## src/rtl/b_resolve_queue_if.sv

```systemverilog
// ---------------------------------------------------------------------------
// b_resolve_queue_if
// Bundles the prediction input channel, the resolution input, the correction
// back channel and the status outputs of b_resolve_queue.
//   slave  : the queue side (b_resolve_queue)
//   master : the surrounding pipeline / testbench side
// Signal names carry the queue's i_/o_ direction prefixes, so they read the
// same from either modport.
// ---------------------------------------------------------------------------
interface b_resolve_queue_if;
    // prediction channel
    logic        i_predValid;
    logic        o_predReady;
    logic [31:0] i_predPc_32;
    logic        i_predTaken;
    logic [31:0] i_predTarget_32;
    // execute-stage resolution of the oldest branch
    logic        i_resValid;
    logic        i_resTaken;
    logic [31:0] i_resTarget_32;
    // correction token back channel
    logic        o_drive_back;
    logic [32:0] o_data_back_33;
    logic        i_free_back;
    // status
    logic        o_flush;
    logic [3:0]  o_count_4;
    logic        o_underflow;

    modport slave (
        input  i_predValid, i_predPc_32, i_predTaken, i_predTarget_32,
        input  i_resValid, i_resTaken, i_resTarget_32,
        input  i_free_back,
        output o_predReady, o_drive_back, o_data_back_33,
        output o_flush, o_count_4, o_underflow
    );

    modport master (
        output i_predValid, i_predPc_32, i_predTaken, i_predTarget_32,
        output i_resValid, i_resTaken, i_resTarget_32,
        output i_free_back,
        input  o_predReady, o_drive_back, o_data_back_33,
        input  o_flush, o_count_4, o_underflow
    );
endinterface

```

## src/rtl/b_resolve_queue.sv

```systemverilog
// ---------------------------------------------------------------------------
// b_resolve_queue
// Holds predicted branches in program order and checks the oldest one against
// each execute-stage resolution. A correct resolution pops the head; a
// mispredict clears the whole queue (every entry, plus any push in the same
// cycle, is younger than the bad branch) and raises a 33-bit correction token
// {1'b1, correctPc} on the back channel until the consumer takes it.
//
// Ports:
//   clk  - clock
//   rst  - synchronous reset, active-high
//   bus  - b_resolve_queue_if.slave:
//          i_predValid/o_predReady/i_predPc_32/i_predTaken/i_predTarget_32
//          i_resValid/i_resTaken/i_resTarget_32
//          o_drive_back/o_data_back_33/i_free_back
//          o_flush/o_count_4/o_underflow
// ---------------------------------------------------------------------------
module b_resolve_queue #(
    parameter int DEPTH = 8,
    parameter int PTR_W = 3
) (
    input  logic               clk,
    input  logic               rst,
    b_resolve_queue_if.slave   bus
);

    typedef enum logic {S_RUN = 1'b0, S_REPORT = 1'b1} state_t;

    state_t r_state, w_state_nxt;

    // entry storage {pc, taken, target}
    logic [31:0]      r_pc   [DEPTH];
    logic             r_taken[DEPTH];
    logic [31:0]      r_tgt  [DEPTH];

    logic [PTR_W-1:0] r_wr_ptr, r_rd_ptr;
    logic [PTR_W:0]   r_count;

    logic             r_drive, r_flush, r_underflow;
    logic [32:0]      r_data;

    logic             w_ready, w_push, w_res, w_mispred, w_pop, w_under, w_ack;
    logic [31:0]      w_head_pc, w_head_tgt, w_cpc;
    logic             w_head_taken;

    // ---------------- resolution decode ----------------
    assign w_head_pc    = r_pc[r_rd_ptr];
    assign w_head_taken = r_taken[r_rd_ptr];
    assign w_head_tgt   = r_tgt[r_rd_ptr];

    assign w_res     = (r_state == S_RUN) && bus.i_resValid && (r_count != '0);
    assign w_under   = (r_state == S_RUN) && bus.i_resValid && (r_count == '0);
    // a target mismatch only matters when both sides say taken
    assign w_mispred = w_res && ((w_head_taken != bus.i_resTaken) ||
                       (w_head_taken && bus.i_resTaken && (w_head_tgt != bus.i_resTarget_32)));
    assign w_pop     = w_res && !w_mispred;
    assign w_cpc     = bus.i_resTaken ? bus.i_resTarget_32 : (w_head_pc + 32'd4);
    assign w_push    = bus.i_predValid && w_ready;
    assign w_ack     = r_drive && bus.i_free_back;

    // ---------------- FSM: state register ----------------
    always_ff @(posedge clk) begin
        if (rst) r_state <= S_RUN;
        else     r_state <= w_state_nxt;
    end

    // ---------------- FSM: next state ----------------
    always_comb begin
        w_state_nxt = r_state;
        case (r_state)
            S_RUN:    if (w_mispred) w_state_nxt = S_REPORT;
            S_REPORT: if (w_ack)     w_state_nxt = S_RUN;
            default:  w_state_nxt = S_RUN;
        endcase
    end

    // ---------------- FSM: outputs ----------------
    // count never exceeds DEPTH (a power of two), so its MSB alone means full.
    // Ready deliberately ignores a same-cycle pop.
    always_comb begin
        w_ready = 1'b0;
        case (r_state)
            S_RUN:    w_ready = !r_count[PTR_W];
            default:  w_ready = 1'b0;
        endcase
    end

    // ---------------- entry storage ----------------
    always_ff @(posedge clk) begin
        if (w_push && !w_mispred) begin
            r_pc[r_wr_ptr]    <= bus.i_predPc_32;
            r_taken[r_wr_ptr] <= bus.i_predTaken;
            r_tgt[r_wr_ptr]   <= bus.i_predTarget_32;
        end
    end

    // ---------------- pointers / occupancy ----------------
    always_ff @(posedge clk) begin
        if (rst || w_mispred) begin
            r_wr_ptr <= '0;
            r_rd_ptr <= '0;
            r_count  <= '0;
        end else begin
            if (w_push) r_wr_ptr <= r_wr_ptr + 1'b1;
            if (w_pop)  r_rd_ptr <= r_rd_ptr + 1'b1;
            case ({w_push, w_pop})
                2'b10:   r_count <= r_count + 1'b1;
                2'b01:   r_count <= r_count - 1'b1;
                default: r_count <= r_count;
            endcase
        end
    end

    // ---------------- token and pulses ----------------
    always_ff @(posedge clk) begin
        if (rst) begin
            r_drive     <= 1'b0;
            r_data      <= '0;
            r_flush     <= 1'b0;
            r_underflow <= 1'b0;
        end else begin
            r_flush     <= w_mispred;
            r_underflow <= w_under;
            if (w_mispred) begin
                r_drive <= 1'b1;
                r_data  <= {1'b1, w_cpc};   // bit 32 set keeps it distinct from the all-zero front token
            end else if (w_ack) begin
                r_drive <= 1'b0;
                r_data  <= '0;
            end
        end
    end

    assign bus.o_predReady    = w_ready;
    assign bus.o_drive_back   = r_drive;
    assign bus.o_data_back_33 = r_data;
    assign bus.o_flush        = r_flush;
    assign bus.o_underflow    = r_underflow;
    assign bus.o_count_4      = 4'(r_count);

endmodule
```

## src/flat_wrapper.sv

```systemverilog
// flat-port wrapper written by rule: the top's interface ports become plain ports
module b_resolve_queue_flat 
#(
    parameter int DEPTH = 8,
    parameter int PTR_W = 3
)
  (clk, rst, bus_i_predValid, bus_i_predPc_32, bus_i_predTaken, bus_i_predTarget_32, bus_i_resValid, bus_i_resTaken, bus_i_resTarget_32, bus_i_free_back, bus_o_predReady, bus_o_drive_back, bus_o_data_back_33, bus_o_flush, bus_o_count_4, bus_o_underflow);
  b_resolve_queue_if bus_i ();
  input  logic clk;
  input  logic rst;
  input wire logic [$bits(bus_i.i_predValid)-1:0] bus_i_predValid;
  input wire logic [$bits(bus_i.i_predPc_32)-1:0] bus_i_predPc_32;
  input wire logic [$bits(bus_i.i_predTaken)-1:0] bus_i_predTaken;
  input wire logic [$bits(bus_i.i_predTarget_32)-1:0] bus_i_predTarget_32;
  input wire logic [$bits(bus_i.i_resValid)-1:0] bus_i_resValid;
  input wire logic [$bits(bus_i.i_resTaken)-1:0] bus_i_resTaken;
  input wire logic [$bits(bus_i.i_resTarget_32)-1:0] bus_i_resTarget_32;
  input wire logic [$bits(bus_i.i_free_back)-1:0] bus_i_free_back;
  output wire logic [$bits(bus_i.o_predReady)-1:0] bus_o_predReady;
  output wire logic [$bits(bus_i.o_drive_back)-1:0] bus_o_drive_back;
  output wire logic [$bits(bus_i.o_data_back_33)-1:0] bus_o_data_back_33;
  output wire logic [$bits(bus_i.o_flush)-1:0] bus_o_flush;
  output wire logic [$bits(bus_i.o_count_4)-1:0] bus_o_count_4;
  output wire logic [$bits(bus_i.o_underflow)-1:0] bus_o_underflow;
  assign bus_i.i_predValid = bus_i_predValid;
  assign bus_i.i_predPc_32 = bus_i_predPc_32;
  assign bus_i.i_predTaken = bus_i_predTaken;
  assign bus_i.i_predTarget_32 = bus_i_predTarget_32;
  assign bus_i.i_resValid = bus_i_resValid;
  assign bus_i.i_resTaken = bus_i_resTaken;
  assign bus_i.i_resTarget_32 = bus_i_resTarget_32;
  assign bus_i.i_free_back = bus_i_free_back;
  assign bus_o_predReady = bus_i.o_predReady;
  assign bus_o_drive_back = bus_i.o_drive_back;
  assign bus_o_data_back_33 = bus_i.o_data_back_33;
  assign bus_o_flush = bus_i.o_flush;
  assign bus_o_count_4 = bus_i.o_count_4;
  assign bus_o_underflow = bus_i.o_underflow;
  b_resolve_queue #(.DEPTH(DEPTH), .PTR_W(PTR_W)) u_core (.clk(clk), .rst(rst), .bus(bus_i));
endmodule
```

## config.mk

```make
export PLATFORM = sky130hd
export DESIGN_NAME = b_resolve_queue_flat
export DESIGN_NICKNAME = d
export VERILOG_FILES = /design/src/rtl/b_resolve_queue_if.sv /design/src/rtl/b_resolve_queue.sv /design/src/flat_wrapper.sv
export SDC_FILE = /design/constraint.sdc
export NUM_CORES = 1
export LEC_CHECK = 0
export BUFFER_PORTS_ARGS = -buffer_cell sky130_fd_sc_hd__buf_2
export CAP_MARGIN = 0
export CORE_AREA = 4 4 232 234
export CTS_CLUSTER_SIZE = 25
export DETAILED_ROUTE_END_ITERATION = 8
export DIE_AREA = 0 0 236 238
export GPL_ROUTABILITY_DRIVEN = 0
export PLACE_DENSITY = 0.7
export SLEW_MARGIN = 20
export SYNTH_ARGS = -nofsm -noshare
export SYNTH_HDL_FRONTEND = slang
export SYNTH_SLANG_ARGS = --single-unit
```

## constraint.sdc

```tcl
create_clock -name clk -period 15.55 [get_ports clk]
set_input_delay 3.11 -clock clk [delete_from_list [all_inputs] [get_ports clk]]
set_output_delay 3.11 -clock clk [all_outputs]
set_load 0.05 [all_outputs]
```

[Yosys cells after proc, flatten, opt, wreduce, memory -nomap -nowiden]
Memories as Yosys holds them, arrays and structs flattened. A register that Yosys moved wholly into a read port is not among the register bits.
Cells that the tools add are included.
Word-level totals
  register bits: 47
  memory bits (writable): 520
  bits of input ports: 103
  output and inout port bits: 41
  word-level logic and storage cells: 57
  memories kept: 3
Memory list
  u_core.r_pc: depth 8, bits a word 32, read ports 1, clocked after Yosys merged registers in 1, write ports 1, line b_resolve_queue.sv:32  | logic [31:0] r_pc [DEPTH];
  u_core.r_tgt: depth 8, bits a word 32, read ports 1, clocked after Yosys merged registers in 1, write ports 1, line b_resolve_queue.sv:34  | logic [31:0] r_tgt [DEPTH];
  u_core.r_taken: depth 8, bits a word 1, read ports 1, clocked after Yosys merged registers in 1, write ports 1, line b_resolve_queue.sv:33  | logic r_taken[DEPTH];
Cells by class
  add/sub/neg operators: 5
  eq/ne operators: 4
  multiplexer cells: 18
  bitwise gates (word level): 1
  reduce and logical (&&, ||, !) cells: 18
Operators by type and width (number)
  33-bit 2-to-1 mux: 2
  32-bit by 3-bit adder with 32-bit output, second input constant: 1
  32-bit 2-to-1 mux: 1
  32-bit inequality test: 1
  3-bit 2-to-1 mux: 6
  1-bit logical AND: 10
  4-bit one-hot mux with 2 select lines: 1
  1-bit 2-to-1 mux: 7
  3-bit by 1-bit adder with 3-bit output, second input constant: 2
  4-bit by 1-bit adder with 4-bit output, second input constant: 1
  4-bit zero test: 1
  2-bit nonzero test: 2
  4-bit nonzero test: 1
  4-bit by 1-bit subtractor with 4-bit output, second input constant: 1
  2-bit by 1-bit equality test with 1-bit output, second input constant: 1
  2-bit equality test, second input constant: 1
  1-bit zero test: 2
  1-bit logical OR: 2
  1-bit one-hot mux with 2 select lines: 1
  1-bit inequality test: 1
  1-bit NOT: 1

[Logic depth before layout (Yosys ltp)]
Gate-level depths: netlist of run 1.
  word-level depth: 8
  depth in mapped cells: 22
  depth with buffers taken out: 16

[Least setup slack after synthesis of run 1]
Ideal clock, no wire load.
  path type: input to register
  start point: input bus_i_resTaken
  end point: memory u_core.r_pc[0][0], enable pin
  setup time: 671 ps
  data arrival time: 10898 ps
  required time: 14879 ps
  setup slack: 3981 ps
  stages: 6
  path buffers: 0
  cells stage by stage: ha_1 o21ba_2 nand4_1 nor4_2 nor3_2 nor4b_1
Between the ends
  word-level cells in the longest chain between the ends: 8
  elaborated cells between the ends (all ways): 9
Ends and longest elaborated chain
  start, declared: line flat_wrapper.sv:16  | input wire logic [$bits(bus_i.i_resTaken)-1:0] bus_i_resTaken;
  1-bit logical AND (2 in a row): line b_resolve_queue.sv:55  | (w_head_taken && bus.i_resTaken && (w_head_tgt != bus.i_resTarget_32)));
  1-bit logical OR *: line b_resolve_queue.sv:54  | assign w_mispred = w_res && ((w_head_taken != bus.i_resTaken) ||
  1-bit logical AND *: line b_resolve_queue.sv:54
  1-bit zero test *: line b_resolve_queue.sv:90  | if (w_push && !w_mispred) begin
  1-bit logical AND *: line b_resolve_queue.sv:90
  1-bit 2-to-1 mux *: line b_resolve_queue.sv:90
  1-bit 2-to-1 mux (not written as such) *: line b_resolve_queue.sv:91  | r_pc[r_wr_ptr] <= bus.i_predPc_32;
  end, declared: line b_resolve_queue.sv:32
Every way passes the cells marked *; elsewhere a longest branch is shown, timed or not.

[Worst setup path after layout of run 1]
  start point: input bus_i_resTaken
  end point: memory u_core.r_pc[7][18], enable pin
Same word-level chain as after synthesis.

==> results_dict.tcl, run 1 <==
set metrics [dict create \
    outcome "complete, no violations" \
    synth.avg_cell_area_um2 18.8 \
    cp_data_required_time_ps 15750 \
    leakagePower_nw 8.47 \
    ys_ff_latch 569 \
    setup.worst_path.end "u_core.r_pc[7][18]$_DFFE_PP_" \
    clock_sinks 569 \
    yosysSeqAreaShare_pct 71.8 \
    timing.critical_path.from "bus_i_resTaken" \
    fin_nets 1499 \
    rsz0062_at_grt "false" \
    relSlewSlack_pct 25.8 \
    drv_slew 0 \
    r2r_slack_ps 9670 \
    vdd_drop_max_uv 91.8 \
    arrival_ps 6120 \
    synth_edf_count 520 \
    cts_setup_buffers 0 \
    vias_per_cell 5.61 \
    end_kind "flop" \
    drtPass1Iterations 7 \
    r2r_cells 12 \
    ys_warn_count 0 \
    critPathKind "input port to flop" \
    final_antenna_net_count 0 \
    post_drt_wl_per_cell_um 24.6 \
    final_layout_size_suffix_gt1_share_pct 26.1 \
    die_w_um 236 \
    dpl.hpwl_um 32400 \
    cts_root_buf "clkbuf_16" \
    syn_to_final_growth_pct 12.8 \
    syn_area_um2 23100 \
    holdPathStages 2 \
    grt_pass1_wl_um 77900 \
    cts_tree "built" \
    portBuffers 143 \
    gr-total-overflow 0 \
    h-tree-depth 2 \
    vias 11900 \
    cts_buffers 55 \
    rows 84 \
    post-synth-top-count-cell "edfxtp_1" \
    setup_violations 0 \
    worstSkewPairLatency_ps 600 \
    holdBufCountCts 0 \
    drt_iter0_drc 1148 \
    drt-total-wl_um 52100 \
    synth_fp_nets 1340 \
    core_um2 52000 \
    clk_path_buf_depth 3 \
    grt_usage_pct 18.4 \
    finalHoldViolCount 0 \
    ys.flop_type "edfxtp_1" \
    final.min_clock_period_ps 5910 \
    clk_pin_slew_ps 60 \
    grt_max_degree 66 \
    period_share_pct 38.0 \
    critPathMaxFanout 65 \
    ys_types 55 \
    grt_pass1_vias 12000 \
    tightest_slew_ps 1110 \
    die-height_um 238 \
    start_util_pct 44.5 \
    yosysTopAreaCell "edfxtp_1" \
    max_cap_violations 0 \
    async_flop_share_pct 0 \
    synthTopCellsByArea "edfxtp_1, mux4_2, mux2i_1" \
    hold_path.class "flop to flop" \
    postCtsResizedCells 0 \
    netlist.area_leader.share_pct 67.5 \
    dieArea_um2 56200 \
    powerDensity_nw_per_um2 161 \
    synth_top_cells_by_count "edfxtp_1, mux2i_1, mux4_2" \
    syn_inst 1229 \
    fmax_mhz 169 \
    rr_endpoint "u_core.r_pc[7][18]$_DFFE_PP_" \
    setup-tns-final_ps 0 \
    start_kind "input port" \
    ios 144 \
    drc_errors 0 \
    antenna_found_initial 9 \
    fin_util_pct 50.1 \
    finClkSkew_ps 18.5 \
]
==> area by class of cell <==
cell class	instances	area (um^2)
Antenna cell	1	2.50
Clock buffer	76	1520
Clock inverter	26	110
Fill cell	4186	25900
Inverter	11	41.3
Multi-Input combinational cell	587	6060
Sequential cell	569	16600
Tap cell	688	861
Timing Repair Buffer	164	893
==> worst min-delay path by stage <==
stage	start	to	slack (ps)
6_report	u_core.bus.o_data_back_33[16]$_SDFFE_PP0P_	u_core.bus.o_data_back_33[16]$_SDFFE_PP0P_	460
3_3_place_gp	u_core.bus.o_data_back_33[16]$_SDFFE_PP0P_	u_core.bus.o_data_back_33[16]$_SDFFE_PP0P_	450
2_1_floorplan	u_core.r_state$_SDFF_PP0_	u_core.bus.o_underflow$_SDFF_PP0_	450
5_1_grt	u_core.bus.o_data_back_33[25]$_SDFFE_PP0P_	u_core.bus.o_data_back_33[25]$_SDFFE_PP0P_	490
3_5_place_dp	u_core.bus.o_data_back_33[16]$_SDFFE_PP0P_	u_core.bus.o_data_back_33[16]$_SDFFE_PP0P_	450
4_1_cts	u_core.bus.o_data_back_33[16]$_SDFFE_PP0P_	u_core.bus.o_data_back_33[16]$_SDFFE_PP0P_	460
==> flip-flops by register name, indices dropped and copies added, names as in the netlist, named ones only <==
register	count
u_core.r_pc	256
u_core.r_tgt	256
u_core.bus.o_data_back_33	32
u_core.r_taken	8
u_core.bus.o_count_4	4
u_core.r_rd_ptr	3
u_core.r_wr_ptr	3
u_core.bus.o_drive_back	1
u_core.bus.o_flush	1
u_core.bus.o_underflow	1
u_core.r_state	1
==> through the flow <==
| step | hold WS (ps) | cells | cell area [um^2] | setup slack (ps) | total power (W) |
|---|---|---|---|---|---|
| after floorplan | 451 | 1229 | 23100 | 3980 | 0.00276 |
| after global placement | 446 | 2018 | 24400 | 9090 | 0.00300 |
| after detailed placement | 453 | 2018 | 24400 | 9050 | 0.00302 |
| after CTS | 461 | 2120 | 26100 | 9570 | 0.00423 |
| after global routing | 489 | 2122 | 26100 | 9140 | 0.00438 |
| final | 457 | 2122 | 26100 | 9640 | 0.00419 |
==> power breakdown <==
part / total (W) / internal, W / switching [W] / leakage, nW
Sequential: 0.00191 / 0.00184 / 0.0000718 / 5.12
Combinational: 0.00107 / 0.000420 / 0.000646 / 2.55
Clock: 0.00121 / 0.000677 / 0.000535 / 0.797
==> routing by layer <==
| layer | vias to the layer above | routed length (um) | global-route usage (%) |
|---|---|---|---|
| met4 | 12 | 1070 | 4.29 |
| met1 | 6109 | 22300 | 26.1 |
| li1 | 5273 | - | - |
| met5 | - | 82 | 0 |
| met2 | 424 | 24400 | 28.5 |
| met3 | 86 | 4290 | 5.48 |
==> critical path: stages <==
cell and delay, ps:
buf_2 80, buf_4 400, ha_1 330, o21ba_2 230, nand4_1 100, nor4_2 380, nor3_2 60, buf_4 220
nor4_2 250, buf_4 850
==> cell usage in the layout, fill, tap and decap left out, types with 7 or more instances in the layout <==
| cell type | instances |
|---|---|
| nand2b_1 | 7 |
| buf_2 | 143 |
| nor2_1 | 20 |
| mux2i_1 | 115 |
| buf_4 | 20 |
| o21ai_0 | 19 |
| clkinv_2 | 9 |
| mux4_2 | 107 |
| a21oi_1 | 21 |
| a22oi_1 | 16 |
| o211ai_1 | 8 |
| edfxtp_1 | 520 |
| clkbuf_1 | 17 |
| and3_1 | 11 |
| nand2_1 | 75 |
| ha_1 | 7 |
| xnor2_1 | 45 |
| inv_1 | 11 |
| clkbuf_16 | 57 |
| nor3_1 | 17 |
| xor2_1 | 9 |
| nor4_2 | 10 |
| nand3_1 | 13 |
| clkinv_1 | 16 |
| dfxtp_1 | 46 |
| mux2_2 | 9 |
| nor4_1 | 10 |
==> cell families after synthesis <==
group | count (synthesis) | share of synthesized area, %
xor gates and xnor gates | 54 | 2.05
adders and majority gates | 8 | 0.465
buffers and inverters | 73 | 2.32
and+or+nand+nor | 197 | 4.37
DFF | 569 | 71.8
muxes | 236 | 16.4
AOI/OAI and AO/OA | 92 | 2.63
Note: power is estimated with default switching activity, not from simulation.
==> inputs of run 2 (changes only) <==
--- a/config.mk
+++ b/config.mk
@@ -5,14 +5,15 @@
 export SDC_FILE = /design/constraint.sdc
 export NUM_CORES = 1
 export LEC_CHECK = 0
+export ABC_AREA = 1
 export BUFFER_PORTS_ARGS = -buffer_cell sky130_fd_sc_hd__buf_2
 export CAP_MARGIN = 0
-export CORE_AREA = 4 4 232 234
+export CORE_AREA = 4 4 243 245
 export CTS_CLUSTER_SIZE = 25
 export DETAILED_ROUTE_END_ITERATION = 8
-export DIE_AREA = 0 0 236 238
+export DIE_AREA = 0 0 247 249
 export GPL_ROUTABILITY_DRIVEN = 0
-export PLACE_DENSITY = 0.7
+export PLACE_DENSITY = 0.72
 export SLEW_MARGIN = 20
 export SYNTH_ARGS = -nofsm -noshare
 export SYNTH_HDL_FRONTEND = slang
==> constraint.sdc (replaced) <==
create_clock -name clk -period 5.2 [get_ports clk]
set_input_delay 1.04 -clock clk [delete_from_list [all_inputs] [get_ports clk]]
set_output_delay 1.04 -clock clk [all_outputs]
set_load 0.05 [all_outputs]
==> run 2 against run 1 <==
Net effect:
- power grew to 3.7 times the previous value
- worst hold slack better by 9.6 ps
- highest routed layer unchanged
- utilization is 0.11 points lower
- critical path depth is 9 higher
- critical endpoint is now u_core.r_tgt[2][19]$_DFFE_PP_
- clock skew is 11 ps higher
- setup slack worse by 9100 ps
- design area is 9.6% higher
- sequential share of layout area is 5.6 points lower
==> results_dict.tcl, run 2 <==
set metrics [dict create \
    synth_edf_count 520 \
    synth_top_cells_by_count "nand2_1, edfxtp_1, nand3_1" \
    yosysSeqAreaShare_pct 65.6 \
    routed-wl-met2_um 31000 \
    fmax_mhz 217 \
    synth_fp_nets 2655 \
    setup_violations 0 \
    drtPass1Iterations 9 \
    cp_data_required_time_ps 5500 \
    cts_setup_buffers 0 \
    critPathKind "flop to flop" \
    synth.avg_cell_area_um2 9.95 \
    grt_pass1_wl_um 101000 \
    yosysTopAreaCell "edfxtp_1" \
    syn_area_um2 25300 \
    place_ws_ps 660 \
    core_um2 57100 \
    critPathMaxFanout 76 \
    setup-tns-final_ps 0 \
    worst_slack_ps 585 \
    hold_path.class "flop to flop" \
    start_util_pct 44.3 \
    drt-total-wl_um 66900 \
    fin_nets 2768 \
    dieArea_um2 61500 \
    worstSkewPairLatency_ps 640 \
    portBuffers 143 \
    grt_pass1_vias 17500 \
    die-height_um 249 \
    gr-total-overflow 0 \
    tightest_slew_ps 965 \
    cts_buffers 57 \
    finClkSkew_ps 29.6 \
    dpl.hpwl_um 41500 \
    cts_root_buf "clkbuf_16" \
    final_layout_size_suffix_gt1_share_pct 11.7 \
    cts_tree "built" \
    syn_inst 2544 \
    netlist.area_leader.share_pct 61.7 \
    maxUsedRoutingLayer "met5" \
    final_antenna_net_count 0 \
    fin_util_pct 50.0 \
    post_drt_wl_per_cell_um 19.2 \
    layout_common_cells "nand2_1, edfxtp_1, nand3_1, nor2_1, inv_1" \
    ys_warn_count 0 \
    max_cap_violations 0 \
    final_common_cell "nand2_1" \
    clk_pin_slew_ps 60 \
    grt_max_degree 170 \
    ys.flop_type "edfxtp_1" \
    async_flop_share_pct 0 \
    final.min_clock_period_ps 4620 \
    leakagePower_nw 11.6 \
    h-tree-depth 2 \
    wl_met1_um 27000 \
    postCtsResizedCells 0 \
    outcome "complete, no violations" \
    start_kind "flop" \
    vias_per_cell 5.29 \
    drt_iter0_drc 1960 \
    drv_slew 0 \
    clk_path_buf_depth 3 \
    rsz0062_at_grt "false" \
    arrival_ps 4910 \
    ys_ff_latch 569 \
    ios 144 \
    drc_errors 0 \
    nFillCells 4904 \
    antenna_found_initial 8 \
    ys_types 42 \
    synthTopCellsByArea "edfxtp_1, nand2_1, nand3_1" \
    clock_sinks 569 \
    vdd_drop_max_uv 378 \
    finalHoldViolCount 0 \
    p_total_w 0.0156 \
    powerDensity_nw_per_um2 546 \
    period_share_pct 88.8 \
    rows 88 \
    end_kind "flop" \
    holdBufCountCts 0 \
    post-synth-top-count-cell "nand2_1" \
    die_w_um 247 \
    syn_to_final_growth_pct 13.0 \
    vias 18400 \
    routed-wl-met3_um 6100 \
    relSlewSlack_pct 35.5 \
    grt_usage_pct 21.1 \
]
## run 2: cell types whose count changed in the layout (fill, tap and decap cells not counted), moves of 16 or more
cell     change
mux2i_1    -115
a22oi_1     -16
nand3_1    +239
xnor2_1     -41
a21oi_1     +16
o21ai_1     +49
o21ai_0     +42
nor2_1     +206
mux4_2     -107
inv_1      +208
nand2_1    +813
## run 2: power breakdown
part	internal, W	switching [W]
Clock	0.00250	0.00177
Sequential	0.00553	0.000179
Combinational	0.00152	0.00410
Total	0.00955	0.00605
## run 2: worst max-delay path, cell delays in order (launching register included)
cell and delay, ps:
dfxtp_4 360, inv_6 420, buf_12 290, nand2_1 80, nand3_1 70, nand3_1 110
nand2_1 80, nand2_1 50, nand2_1 80, nand3_1 80, nor2_1 180, nand2_1 80
nor2_1 120, nand2_1 140, nand2_1 110, nand2_2 290, nand2_4 380, nand2_1 310
nor2_4 580, buf_12 300
## run 2: path summary, 6_finish.rpt
path | startpoint | endpoint | slack [ps] | depth (start not counted)
setup / recovery | flop | u_core.r_tgt[2][19]$_DFFE_PP_ | 580 | 19
hold / removal | u_core.bus.o_data_back_33[4]$_SDFFE_PP0P_ | u_core.bus.o_data_back_33[4]$_SDFFE_PP0P_ | 470 | 2
setup reg to reg | flop | u_core.r_tgt[2][19]$_DFFE_PP_ | 580 | 19
hold reg to reg | u_core.bus.o_data_back_33[4]$_SDFFE_PP0P_ | u_core.bus.o_data_back_33[4]$_SDFFE_PP0P_ | 470 | 2
## run 2: layer usage
metal	global-route usage, %	vias to the layer above
met5	0	-
met2	33.8	870
met4	8.74	4
li1	-	8641
met3	4.12	160
met1	28.2	8722
## run 2: cells by family (layout without fill, tap and decap cells)
logic type / after synthesis / count (layout) / synth area share, %
buf+inv: 348 / 510 / 6.65
flops: 569 / 569 / 65.6
compound gates: 167 / 167 / 3.49
simple gates: 1440 / 1440 / 23.4
fa+ha+maj: 8 / 8 / 0.425
xor+xnor: 12 / 12 / 0.415
other cells: 0 / 5 / 0
## run 2: cell type report
cell class / instances / area [um^2] / share of cell area, %
flip-flops and latches: 569 / 16600 / 58.1
multi-input cells: 1627 / 7090 / 24.8
clock buffers: 70 / 1530 / 5.33
repair buffers: 174 / 1090 / 3.82
well taps: 765 / 957 / 3.35
inverters: 228 / 863 / 3.02
clock inverters: 38 / 445 / 1.56
diodes: 5 / 12.5 / 0.0438
## run 2: stage by stage
stage / instance area [um^2] / instances / hold slack, ps
3_3_place_gp: 26600 / 3363 / 452
4_1_cts: 28600 / 3471 / 472
3_5_place_dp: 26600 / 3363 / 462
5_1_grt: 28600 / 3473 / 482
6_report: 28600 / 3476 / 467
2_1_floorplan: 25300 / 2544 / 445
